## src/rtl/calc3_pkg.sv

```systemverilog
// Shared types and command decode for the calc3 priority-to-adder dispatch path.
package calc3_pkg;

  localparam int unsigned NUM_PORTS = 4;
  localparam int unsigned PORT_W    = 2;
  localparam int unsigned SEQ_W     = 2;
  localparam int unsigned TAG_W     = PORT_W + SEQ_W;

  localparam logic [0:3] CMD_ADD = 4'b0001;
  localparam logic [0:3] CMD_SUB = 4'b0010;
  localparam logic [0:3] CMD_BZ  = 4'b1100;
  localparam logic [0:3] CMD_BEQ = 4'b1101;

  typedef struct packed {
    logic [0:3] cmd;
    logic [0:4] data1;
    logic [0:4] data2;
    logic [0:4] result;
    logic [0:4] follow_branch;
  } req_entry_t;

  function automatic logic cmd_is_branch(input logic [0:3] cmd);
    return (cmd == CMD_BZ) || (cmd == CMD_BEQ);
  endfunction

  function automatic logic cmd_is_legal(input logic [0:3] cmd);
    return (cmd == CMD_ADD) || (cmd == CMD_SUB) || cmd_is_branch(cmd);
  endfunction

endpackage

```

## src/rtl/adder_dispatch_fifo.sv

```systemverilog
// Per-port request queue; wrap-bit pointers distinguish full from empty.
module adder_dispatch_fifo
  import calc3_pkg::*;
#(
  parameter int unsigned QDEPTH = 2
) (
  input  logic       c_clk,
  input  logic       reset,
  input  logic       push,
  input  req_entry_t wdata,
  input  logic       pop,
  output req_entry_t rdata,
  output logic       full,
  output logic       empty
);

  localparam int unsigned AW = $clog2(QDEPTH);

  logic [AW:0] wr_q;
  logic [AW:0] rd_q;
  req_entry_t  mem_q [QDEPTH];

  assign empty = (wr_q == rd_q);
  assign full  = (wr_q[AW] != rd_q[AW]) && (wr_q[AW-1:0] == rd_q[AW-1:0]);
  assign rdata = mem_q[rd_q[AW-1:0]];

  always_ff @(negedge c_clk) begin
    if (reset) begin
      wr_q <= '0;
      rd_q <= '0;
    end else begin
      if (push) wr_q <= wr_q + (AW+1)'(1);
      if (pop)  rd_q <= rd_q + (AW+1)'(1);
    end
  end

  // Storage needs no reset; a simultaneous pop reads the old head before it is overwritten.
  always_ff @(negedge c_clk) begin
    if (push) mem_q[wr_q[AW-1:0]] <= wdata;
  end

endmodule

```

## src/rtl/adder_dispatch.sv

```systemverilog
// Four-port round-robin dispatcher onto the prio_adder bus with per-port credits.
// Optional CALC3_DISPATCH_ILLEGAL_CNT_EN adds a saturating illegal-command counter.
module adder_dispatch
  import calc3_pkg::*;
#(
  parameter int unsigned QDEPTH       = 2,
  parameter int unsigned MAX_INFLIGHT = 4
) (
  input  logic       c_clk,
  input  logic       reset,
  input  logic       req1_vld,
  input  logic [0:3] req1_cmd,
  input  logic [0:4] req1_data1,
  input  logic [0:4] req1_data2,
  input  logic [0:4] req1_result,
  input  logic [0:4] req1_follow_branch,
  output logic       req1_ack,
  input  logic       req2_vld,
  input  logic [0:3] req2_cmd,
  input  logic [0:4] req2_data1,
  input  logic [0:4] req2_data2,
  input  logic [0:4] req2_result,
  input  logic [0:4] req2_follow_branch,
  output logic       req2_ack,
  input  logic       req3_vld,
  input  logic [0:3] req3_cmd,
  input  logic [0:4] req3_data1,
  input  logic [0:4] req3_data2,
  input  logic [0:4] req3_result,
  input  logic [0:4] req3_follow_branch,
  output logic       req3_ack,
  input  logic       req4_vld,
  input  logic [0:3] req4_cmd,
  input  logic [0:4] req4_data1,
  input  logic [0:4] req4_data2,
  input  logic [0:4] req4_result,
  input  logic [0:4] req4_follow_branch,
  output logic       req4_ack,
  input  logic       done1,
  input  logic       done2,
  input  logic       done3,
  input  logic       done4,
  output logic       prio_adder_out_vld,
  output logic [0:3] prio_adder_cmd,
  output logic [0:3] prio_adder_tag,
  output logic [0:4] prio_adder_data1,
  output logic [0:4] prio_adder_data2,
  output logic [0:4] prio_adder_follow_branch,
  output logic [0:4] prio_adder_result
`ifdef CALC3_DISPATCH_ILLEGAL_CNT_EN
  ,
  output logic [0:7] illegal_cnt
`endif
);

  localparam int unsigned IF_W = $clog2(MAX_INFLIGHT + 1);

  req_entry_t            req  [NUM_PORTS];
  req_entry_t            head [NUM_PORTS];
  logic [NUM_PORTS-1:0]  vld, done, ack, legal, push, pop, full, empty, eligible;
  logic [IF_W-1:0]       inflight_q [NUM_PORTS];
  logic [IF_W-1:0]       inflight_d [NUM_PORTS];
  logic [SEQ_W-1:0]      seq_q      [NUM_PORTS];
  logic [NUM_PORTS-1:0]  bp_q, bp_d;
  logic [PORT_W-1:0]     last_q, grant_idx, cand;
  logic                  grant_vld;
  logic                  rdy_q;
  req_entry_t            gnt_entry;

  assign req[0] = {req1_cmd, req1_data1, req1_data2, req1_result, req1_follow_branch};
  assign req[1] = {req2_cmd, req2_data1, req2_data2, req2_result, req2_follow_branch};
  assign req[2] = {req3_cmd, req3_data1, req3_data2, req3_result, req3_follow_branch};
  assign req[3] = {req4_cmd, req4_data1, req4_data2, req4_result, req4_follow_branch};
  assign vld    = {req4_vld, req3_vld, req2_vld, req1_vld};
  assign done   = {done4, done3, done2, done1};
  assign req1_ack = ack[0];
  assign req2_ack = ack[1];
  assign req3_ack = ack[2];
  assign req4_ack = ack[3];

  for (genvar n = 0; n < NUM_PORTS; n++) begin : g_port
    // rdy_q keeps ack low until the first edge after reset is released.
    assign ack[n]      = rdy_q && !full[n] && !reset;
    assign legal[n]    = cmd_is_legal(req[n].cmd);
    assign push[n]     = vld[n] && ack[n] && legal[n];
    assign eligible[n] = !empty[n] && (inflight_q[n] < IF_W'(MAX_INFLIGHT)) && !bp_q[n];
    assign pop[n]      = grant_vld && (grant_idx == PORT_W'(n));

    adder_dispatch_fifo #(
      .QDEPTH (QDEPTH)
    ) u_fifo (
      .c_clk (c_clk),
      .reset (reset),
      .push  (push[n]),
      .wdata (req[n]),
      .pop   (pop[n]),
      .rdata (head[n]),
      .full  (full[n]),
      .empty (empty[n])
    );
  end

  always_comb begin
    grant_vld = 1'b0;
    grant_idx = last_q;
    cand      = last_q;
    for (int i = 1; i <= NUM_PORTS; i++) begin
      cand = last_q + PORT_W'(i);
      if (!grant_vld && eligible[cand]) begin
        grant_vld = 1'b1;
        grant_idx = cand;
      end
    end
  end

  assign gnt_entry = head[grant_idx];

  always_comb begin
    for (int n = 0; n < NUM_PORTS; n++) begin
      inflight_d[n] = inflight_q[n];
      if (pop[n] && !(done[n] && inflight_q[n] != '0)) begin
        inflight_d[n] = inflight_q[n] + IF_W'(1);
      end else if (!pop[n] && done[n] && inflight_q[n] != '0) begin
        inflight_d[n] = inflight_q[n] - IF_W'(1);
      end
      bp_d[n] = bp_q[n];
      if (pop[n] && cmd_is_branch(head[n].cmd)) begin
        bp_d[n] = 1'b1;
      end else if (inflight_d[n] == '0) begin
        bp_d[n] = 1'b0;
      end
    end
  end

  always_ff @(negedge c_clk) begin
    if (reset) begin
      rdy_q                    <= 1'b0;
      last_q                   <= PORT_W'(NUM_PORTS - 1);
      prio_adder_out_vld       <= 1'b0;
      prio_adder_cmd           <= '0;
      prio_adder_tag           <= '0;
      prio_adder_data1         <= '0;
      prio_adder_data2         <= '0;
      prio_adder_follow_branch <= '0;
      prio_adder_result        <= '0;
      bp_q                     <= '0;
      for (int n = 0; n < NUM_PORTS; n++) begin
        seq_q[n]      <= '0;
        inflight_q[n] <= '0;
      end
    end else begin
      rdy_q              <= 1'b1;
      prio_adder_out_vld <= grant_vld;
      if (grant_vld) begin
        prio_adder_cmd           <= gnt_entry.cmd;
        prio_adder_tag           <= {grant_idx, seq_q[grant_idx]};
        prio_adder_data1         <= gnt_entry.data1;
        prio_adder_data2         <= gnt_entry.data2;
        prio_adder_follow_branch <= gnt_entry.follow_branch;
        prio_adder_result        <= gnt_entry.result;
        last_q                   <= grant_idx;
        seq_q[grant_idx]         <= seq_q[grant_idx] + SEQ_W'(1);
      end
      bp_q <= bp_d;
      for (int n = 0; n < NUM_PORTS; n++) begin
        inflight_q[n] <= inflight_d[n];
      end
    end
  end

`ifdef CALC3_DISPATCH_ILLEGAL_CNT_EN
  logic [7:0] ill_cnt_q;
  logic [8:0] ill_sum;

  always_comb begin
    ill_sum = {1'b0, ill_cnt_q};
    for (int n = 0; n < NUM_PORTS; n++) begin
      ill_sum = ill_sum + 9'(vld[n] && ack[n] && !legal[n]);
    end
  end

  always_ff @(negedge c_clk) begin
    if (reset) begin
      ill_cnt_q <= '0;
    end else begin
      ill_cnt_q <= ill_sum[8] ? 8'hff : ill_sum[7:0];
    end
  end

  assign illegal_cnt = ill_cnt_q;
`endif

endmodule

```

## config.mk

```make
export PLATFORM = sky130hd
export DESIGN_NAME = adder_dispatch
export DESIGN_NICKNAME = d
export VERILOG_FILES = /design/src/rtl/calc3_pkg.sv /design/src/rtl/adder_dispatch_fifo.sv /design/src/rtl/adder_dispatch.sv
export SDC_FILE = /design/constraint.sdc
export NUM_CORES = 1
export LEC_CHECK = 0
export CAP_MARGIN = 0
export CORE_MARGIN = 5
export CORE_UTILIZATION = 60
export CTS_BUF_LIST = sky130_fd_sc_hd__clkbuf_8 sky130_fd_sc_hd__clkbuf_16
export DETAILED_ROUTE_END_ITERATION = 10
export PLACE_DENSITY = 0.85
export SKIP_LAST_GASP = 1
export SLEW_MARGIN = 20
export SYNTH_ARGS = -nofsm -noshare
export SYNTH_HDL_FRONTEND = slang
export SYNTH_SLANG_ARGS = --single-unit
```

## constraint.sdc

```tcl
create_clock -name c_clk -period 5.9 [get_ports c_clk]
set_clock_uncertainty 0.2 [all_clocks]
set_input_delay 1.18 -clock c_clk [delete_from_list [all_inputs] [get_ports c_clk]]
set_output_delay 1.18 -clock c_clk [all_outputs]
set_load 0.01 [all_outputs]
```

; Word-level counts from Yosys, hierarchy flattened
; Memories as Yosys holds them, arrays and structs flattened. A register that Yosys moved wholly into a read port is not among the register bits.
; Index checks and enable logic that the tools add are counted.
[word_totals]
ff_bits = 52
ramBits = 212
in_bits = 106
mem_count = 6
[op_classes]
n_addsub = 20
order_cmp = 9
n_eq_ne = 39
mux = 64
bitwise = 5
n_reduce_logical = 109
[memory_table]
columns = memory, words, width, rd, rd_ports_with_merged_regs, write_ports, line
row1 = g_port[0].u_fifo.mem_q, 2, 24, 1, 1, 1, adder_dispatch_fifo.sv:21  ; req_entry_t mem_q [QDEPTH];
row2 = g_port[1].u_fifo.mem_q, 2, 24, 1, 1, 1, adder_dispatch_fifo.sv:21
row3 = g_port[2].u_fifo.mem_q, 2, 24, 1, 1, 1, adder_dispatch_fifo.sv:21
row4 = g_port[3].u_fifo.mem_q, 2, 24, 1, 1, 1, adder_dispatch_fifo.sv:21
row5 = inflight_q, 4, 3, 4, 0, 4, adder_dispatch.sv:61  ; logic [IF_W-1:0] inflight_q [NUM_PORTS];
row6 = seq_q, 4, 2, 1, 0, 4, adder_dispatch.sv:63  ; logic [SEQ_W-1:0] seq_q [NUM_PORTS];
[op_table]
columns = operator, count
row1 = $eq A4 B4 Y1 const B, 16
row2 = $logic_and A1 B1 Y1, 55
row3 = $bmux W24 S2, 1
row4 = $mux W24, 2
row5 = $mux W1, 39
row6 = $mux W3, 12
row7 = $logic_not A1 Y1, 24
row8 = $add A2 B1 Y2 const B, 10
row9 = $eq A4 B1 Y1 const B, 4
row10 = $eq A4 B2 Y1 const B, 4
row11 = $logic_or A1 B1 Y1, 16
row12 = $add A3 B1 Y3 const B, 4
row13 = $logic_not A3 Y1, 4
row14 = $lt A2 B3 Y1 const B, 4
row15 = $lt A3 B3 Y1 const B, 4
row16 = $mux W2, 6
row17 = $reduce_bool A3 Y1, 4
row18 = $sub A3 B1 Y3 const B, 4
row19 = $bmux W1 S2, 4
row20 = $eq A2 B2 Y1, 4
row21 = $reduce_bool A2 Y1, 4
row22 = $add A2 B2 Y2 const B, 2
row23 = $eq A1 B1 Y1, 4
row24 = $eq A2 B2 Y1 const B, 2
row25 = 7 further kinds, 13

; Depth between registers and ports, before layout
; Gate-level depths: netlist of run 1.
[logic_depth]
ltp_word = 26
mapped_depth = 10
ltp_nobuf = 9

; By module
; Synthesis of run 1 repeated with hierarchy kept, for this count alone.
[hier_totals]
cells_unflattened = 819
area_unflattened_um2 = 11937.7
[modules_own_cells]
columns = module, instances, cells_each, area_per_inst_um2, seq_area_each_um2
row1 = adder_dispatch_fifo, 4, 98, 2054.5, 1541.5
row2 = adder_dispatch, 1, 427, 3719.8, 1201.2

==> impl_metrics.yaml, run 1 <==
clocking:
  htree_levels: 1
  hold_buffers: 0
  clk_latency_ns: 0.61
  clk_pin_slew_ns: 0.04
  clock-sinks: 268
  clockBufferDepth: 3
  cts_tree: "done"
  cts_buffers: 28
  cts_root_buffer: "clkbuf_16"
die:
  core_area_sq_um: 18600
  initial_core_util: 0.608
  dieArea_sq_um: 21700
  row_count: 50
  die_x_um: 147
  die_y_um: 147
  io_pins: 139
sta:
  slew_headroom: 0.272
  final_hold_viol_count: 0
  setup_slack_ns: 0.0214
  grt_setup_unrepaired: "no"
  tightestPinTransition_ns: 1.09
  setup_violations: 0
  drv_slew: 0
pwr:
  pwr_density_cell_nw_per_um2: 440
  power_mw: 6.72
  ir_drop_mv: 0.330
  p_leak_nw: 6.36
critical_path:
  path_buf_inv: 1
  start_kind: "register"
  cpMaxStageDelayCell: "clkdlybuf4s50_1"
  crit_required_ns: 4.52
  cp_num_cells: 1
  r2r-start: "g_port[3].u_fifo.wr_q[1]"
  crit_family: "buffers and inverters"
  end_kind: "primary output"
  critPathKind: "reg -> out"
  worst-path-max-fanout: 2
  cp_cell_sequence: "clkdlybuf4s50_1"
  r2r_end: "prio_adder_data1[0]"
  worstRegToRegCells: 9
  critPathMaxStageDelay_ns: 0.57
  regToRegSetupSlack_ns: 2.37
  crit_arrival_ns: 4.50
grt:
  grt.total_usage: 0.274
  grt_pass1_vias: 9475
  grt-ovfl-total: 0
  grt_max_degree: 67
  antenna_found_initial: 0
  grt_first_pass_wirelength_mm: 46.8
place:
  dp_hpwl_mm: 17.8
  portBuffers: 138
  globalplace.congestion: 0.833
  dp_slack_ns: -0.352
worst_hold_path:
  hold_depth: 2
  hold_class: "reg -> reg"
  worstHoldStart: "prio_adder_tag[2]"
  worstHoldEndpoint: "prio_adder_tag[2]"
run:
  drv.max_cap_violation_count: 0
cells_and_area:
  final_nets: 1391
  area_growth_pct: 34.9
  diodes: 0
  drive_gt1_frac: 0.111
  n_fill_cell: 973
logic_synthesis:
  synth_ff_type: "edfxtp_1"
  synth_nets: 941
  ys_warn_count: 0
  syn_area_sq_um: 11300
  ys_seq_area_frac: 0.650
  synth_edf_count: 200
  synthCells: 823
  synth_seq_cells: 268
  synth.avg_cell_area_sq_um: 13.8
  ys_types: 62
  async_flop_share: 0
detailed_routing:
  via_per_inst: 5.60
  antenna_left: 0
  vias: 8546
  routedWlPerCell_um: 19.7
  first_pass_iters: 5
  initialDrtViolationCount: 666
  drt-total-wl_mm: 30.1
  drcViolationCount: 0
run_status:
  status: "completed"
-- metrics by stage --
stage	util	cells	instance area [sq um]	TNS, ns	hold WS, ns
floorplan	-	823	11400	0	0.245
global placement	0.715	1207	13300	-47.63	0.256
detailed placement	0.715	1207	13300	-62.21	0.253
CTS	0.819	1526	15300	-0.0242	0.262
global route	0.820	1527	15300	0	0.298
finish	0.820	1527	15300	0	0.260
-- area by class of cell --
type                    instances  area (sq um)  area share
clock inverters               290          1200      0.0785
well taps                     234           293      0.0192
inverters                      17          63.8     0.00418
repair buffers                191          1870       0.122
multi-input cells             499          3770       0.247
flip-flops and latches        268          7380       0.483
clock buffers                  28           701      0.0459
-- worst max-delay path by stage --
| stage | slack (ns) | startpoint | end |
|---|---|---|---|
| 6_report | 0.02 | prio_adder_follow_branch[0] | prio_adder_follow_branch[0] |
| 5_1_grt | 0.006 | prio_adder_data2[4] | prio_adder_data2[4] |
| 4_1_cts | -0.02 | g_port[1].u_fifo.rd_q[1] | req2_ack |
| 3_5_place_dp | -0.35 | req1_cmd[3] | g_port[0].u_fifo.mem_q[1][16] |
| 3_3_place_gp | -0.29 | req3_cmd[3] | g_port[2].u_fifo.wr_q[1] |
| 2_1_floorplan | 0.04 | reset | g_port[0].u_fifo.mem_q[0][0] |
-- layout by cell type, fill, tap and decap left out, types with 3 or more instances in the layout --
cell | Yosys | layout
inv_1 | 17 | 291
edfxtp_1 | 200 | 200
mux2i_1 | 149 | 149
clkdlybuf4s50_1 | 0 | 131
nor2_1 | 69 | 69
dfxtp_1 | 68 | 62
buf_4 | 3 | 44
nand2_1 | 36 | 35
xnor2_1 | 32 | 32
clkbuf_16 | 0 | 28
nor3_1 | 27 | 27
o22ai_1 | 25 | 25
o21ai_0 | 13 | 13
a21oi_1 | 16 | 12
ha_1 | 12 | 12
xor2_1 | 13 | 10
buf_12 | 0 | 9
and3_1 | 8 | 8
clkinvlp_2 | 0 | 8
a211oi_1 | 7 | 7
nand3_1 | 7 | 7
o21a_1 | 6 | 6
and2_2 | 2 | 5
or3_1 | 5 | 5
xor2_2 | 2 | 5
o21ai_2 | 6 | 5
dfxtp_2 | 0 | 5
or2_2 | 4 | 4
a21oi_2 | 0 | 4
buf_2 | 9 | 4
nor2b_4 | 0 | 3
o211ai_1 | 3 | 3
nand2b_1 | 3 | 3
nor4_1 | 3 | 3
o21ai_1 | 3 | 3
o221ai_1 | 3 | 3
bufinv_16 | 0 | 3
-- synthesized netlist by cell type, drive strengths merged (7+ instances only) --
cell type	number	area, sq um
nor2	69	259
clkbuf	22	82.6
a21oi	16	80.1
ha	12	150
a211oi	7	52.6
dfxtp	68	1360
nor3	29	155
nand3	7	35.0
o22ai	25	156
o21ai	22	133
inv	17	63.8
edfxtp	200	6010
xor2	15	146
mux2i	149	1490
and3	8	50.1
nand2	36	135
xnor2	32	280
and2	7	46.3
buf	16	113
o21a	7	60.1
-- timing repair --
action                     in CTS  in global routing
setup endpoints to repair       4                  5
hold endpoints to repair        0                  0
buffers inserted                4                  1
cloned                          0                  0
pin swaps                       6                  1
resized for setup              26                  6
-- flip-flops by register name, indices dropped and copies added (netlist names), named ones only --
register / count
prio_adder_cmd: 4
prio_adder_tag: 4
inflight_q: 12
g_port.u_fifo.wr_q: 8
prio_adder_data2: 5
prio_adder_follow_branch: 5
bp_q: 4
g_port.u_fifo.mem_q: 192
g_port.u_fifo.rd_q: 8
rdy_q: 1
last_q: 2
prio_adder_result: 5
seq_q: 8
prio_adder_out_vld: 1
prio_adder_data1: 5
-- power breakdown --
part           internal [mW]  switching (mW)  total (mW)
clock network           1.24            1.28        2.52
logic                  0.810            1.06        1.87
registers               2.20           0.125        2.32
-- kinds of logic (layout without fill, tap and decap cells) --
family	Yosys count	after routing	synth area share
buffers and inverters	56	526	0.0232
xor gates and xnor gates	47	47	0.0377
AOI/OAI and AO/OA	101	101	0.0628
adders and majority gates	12	12	0.0133
muxes	150	150	0.133
DFF	268	268	0.650
and+or+nand+nor	189	189	0.0803
-- metal layers --
layer  routed length (um)  track usage
met3                 2510       0.0910
met2                15000        0.447
met5                    0            0
met4                  786        0.134
met1                11800        0.331
No activity file was read; power rests on OpenSTA's default activity.
==> run 2: changes to the inputs <==
==> constraint.sdc (replaced) <==
create_clock -name c_clk -period 5.9 [get_ports c_clk]
set_clock_uncertainty 0.2 [all_clocks]
set_input_delay 1.475 -clock c_clk [delete_from_list [all_inputs] [get_ports c_clk]]
set_output_delay 1.475 -clock c_clk [all_outputs]
set_load 0.01 [all_outputs]
==> run 2 against run 1 <==
  * The run now ends with negative setup slack left
  * Clock-buffer cell count decreased by 1
  * Critical path depth is 2 higher
  * Total power rose by 8.7%
  * Die area stayed put
  * Global-route usage increased by 6.1 points
  * Critical path type unchanged
  * First-iteration DRC count up 88%
==> impl_metrics.yaml, run 2 (synthesis results as in run 1) <==
cells_and_area:
  diodes: 0
  largest_reg_flops: 192
  mostFrequentLayoutCells: "inv_1, edfxtp_1, mux2i_1, clkdlybuf4s50_1, buf_4"
  layout_commonest_cell: "inv_1"
  final_nets: 1437
  regArea_sq_um: 7380
  multi_input_area_sq_um: 3810
  area_growth_pct: 40.4
  drive_gt1_frac: 0.149
  n_fill_cell: 789
  final_core_util: 0.853
die:
  dieArea_sq_um: 21700
  initial_core_util: 0.608
  core_area_sq_um: 18600
  row_count: 50
  io_pins: 139
  die_y_um: 147
  die_x_um: 147
worst_hold_path:
  hold_depth: 2
  hold_class: "reg -> reg"
clocking:
  clk_pin_slew_ns: 0.06
  cts_buffers: 27
  cts_tree: "done"
  hold_buffers: 0
  clockBufferDepth: 3
  clk_latency_ns: 0.68
  cts_root_buffer: "clkbuf_16"
  clock-sinks: 268
  htree_levels: 1
place:
  globalplace.congestion: 0.841
  dp_hpwl_mm: 18.4
  portBuffers: 138
  dp_slack_ns: -0.629
grt:
  grt-ovfl-total: 0
  grt.total_usage: 0.336
  grt_pass1_vias: 10300
  grt_max_degree: 69
  grt_first_pass_wirelength_mm: 55.9
  antenna_found_initial: 0
run:
  drv.max_cap_violation_count: 0
critical_path:
  critPathMaxStageDelay_ns: 0.33
  start_kind: "register"
  path_buf_inv: 1
  crit_family: "flip-flops"
  cp_cell_sequence: "xor2_2 > a21oi_2 > buf_2"
  cpMaxStageDelayCell: "dfxtp_2"
  crit_arrival_ns: 4.44
  worstRegToRegCells: 10
  crit_required_ns: 4.22
  worst-path-max-fanout: 2
  cp_num_cells: 3
  critPathKind: "reg -> out"
  end_kind: "primary output"
detailed_routing:
  first_pass_iters: 6
  drcViolationCount: 0
  initialDrtViolationCount: 1252
  vias: 9564
  routedWlPerCell_um: 24.6
  via_per_inst: 6.08
  antenna_left: 0
  drt-total-wl_mm: 38.7
sta:
  setup_slack_ns: -0.212
  setup_violations: 4
  slew_headroom: 0.224
  final_hold_viol_count: 0
  drv_slew: 0
  tightestPinTransition_ns: 1.16
  grt_setup_unrepaired: "yes"
pwr:
  switchingPower_mw: 2.88
  intPower_mw: 4.42
  pwr_density_cell_nw_per_um2: 459
  swShare: 0.394
  p_leak_nw: 6.79
  p_seq_frac: 0.318
  pwr-share-comb: 0.283
  ir_drop_mv: 0.314
  power_frac_clock: 0.399
run_status:
  status: "finished with violations"
  violations: "negative setup slack"
-- run 2: changes by cell type in the layout (fill, tap and decap cells not counted), sizes merged, moves of 3 or more --
cell | before | now
buf | 57 | 103
bufinv | 3 | 7
clkdlybuf4s15 | 0 | 9
clkdlybuf4s50 | 131 | 94
clkinvlp | 8 | 2
dlygate4sd2 | 0 | 24
dlymetal6s2s | 2 | 5
-- run 2: area by class of cell --
class / instances / share of cell area
flip-flops and latches: 268 / 0.464
multi-input cells: 499 / 0.240
repair buffers: 238 / 0.149
clock inverters: 289 / 0.0827
clock buffers: 27 / 0.0425
well taps: 234 / 0.0184
inverters: 17 / 0.00401
-- run 2: metal layers --
| layer | track usage | wire length [um] |
|---|---|---|
| met2 | 0.554 | 18800 |
| met4 | 0.190 | 2180 |
| met3 | 0.104 | 4530 |
| met1 | 0.392 | 13200 |
| met5 | 0 | 0 |
-- run 2: power groups by stage --
stage | Clock (mW) | Sequential [mW] | Combinational, mW
6_report | 2.91 | 2.32 | 2.07
5_1_grt | 3.11 | 2.33 | 2.18
4_1_cts | 2.80 | 2.31 | 1.95
3_5_place_dp | 0.271 | 2.33 | 1.90
3_3_place_gp | 0.271 | 2.32 | 1.85
2_1_floorplan | 0.271 | 2.33 | 1.26
-- run 2: worst min-delay path: cells and delay by family, from the launching register on --
family          cells  cell delay (ns)
simple gates        1             0.06
compound gates      1             0.06
flops               1             0.30
-- run 2: through the flow --
stage	hold slack (ns)	instance area (sq um)	setup TNS (ns)	instances	power [mW]
floorplan	0.245	11400	-27.63	823	3.87
global placement	0.253	13600	-111.19	1239	4.44
detailed placement	0.263	13600	-117.93	1239	4.50
CTS	0.268	15800	-1.25	1566	7.06
global route	0.299	15900	-0.853	1572	7.61
finish	0.270	15900	-0.736	1572	7.30
-- run 2: final timing paths --
kind | start | end | slack (ns)
max | g_port[0].u_fifo.rd_q[1] | req1_ack | -0.21
min | bp_q[2] | bp_q[2] | 0.27
max reg2reg | g_port[3].u_fifo.rd_q[1] | prio_adder_data2[0] | 2.14
min reg2reg | bp_q[2] | bp_q[2] | 0.27
-- run 2: repair_timing --
action                                  CTS  global route
endpoints found under the setup margin  175           136
resized for setup                        74            21
cloned                                    3             2
pin swaps                                 8             9
setup buffers                            12             5
==> run 3: changes to the inputs <==
SLEW_MARGIN = unset   (was 20)
==> results of run 3 <==
Final layout, timing and power as in run 2 (identical DEF).
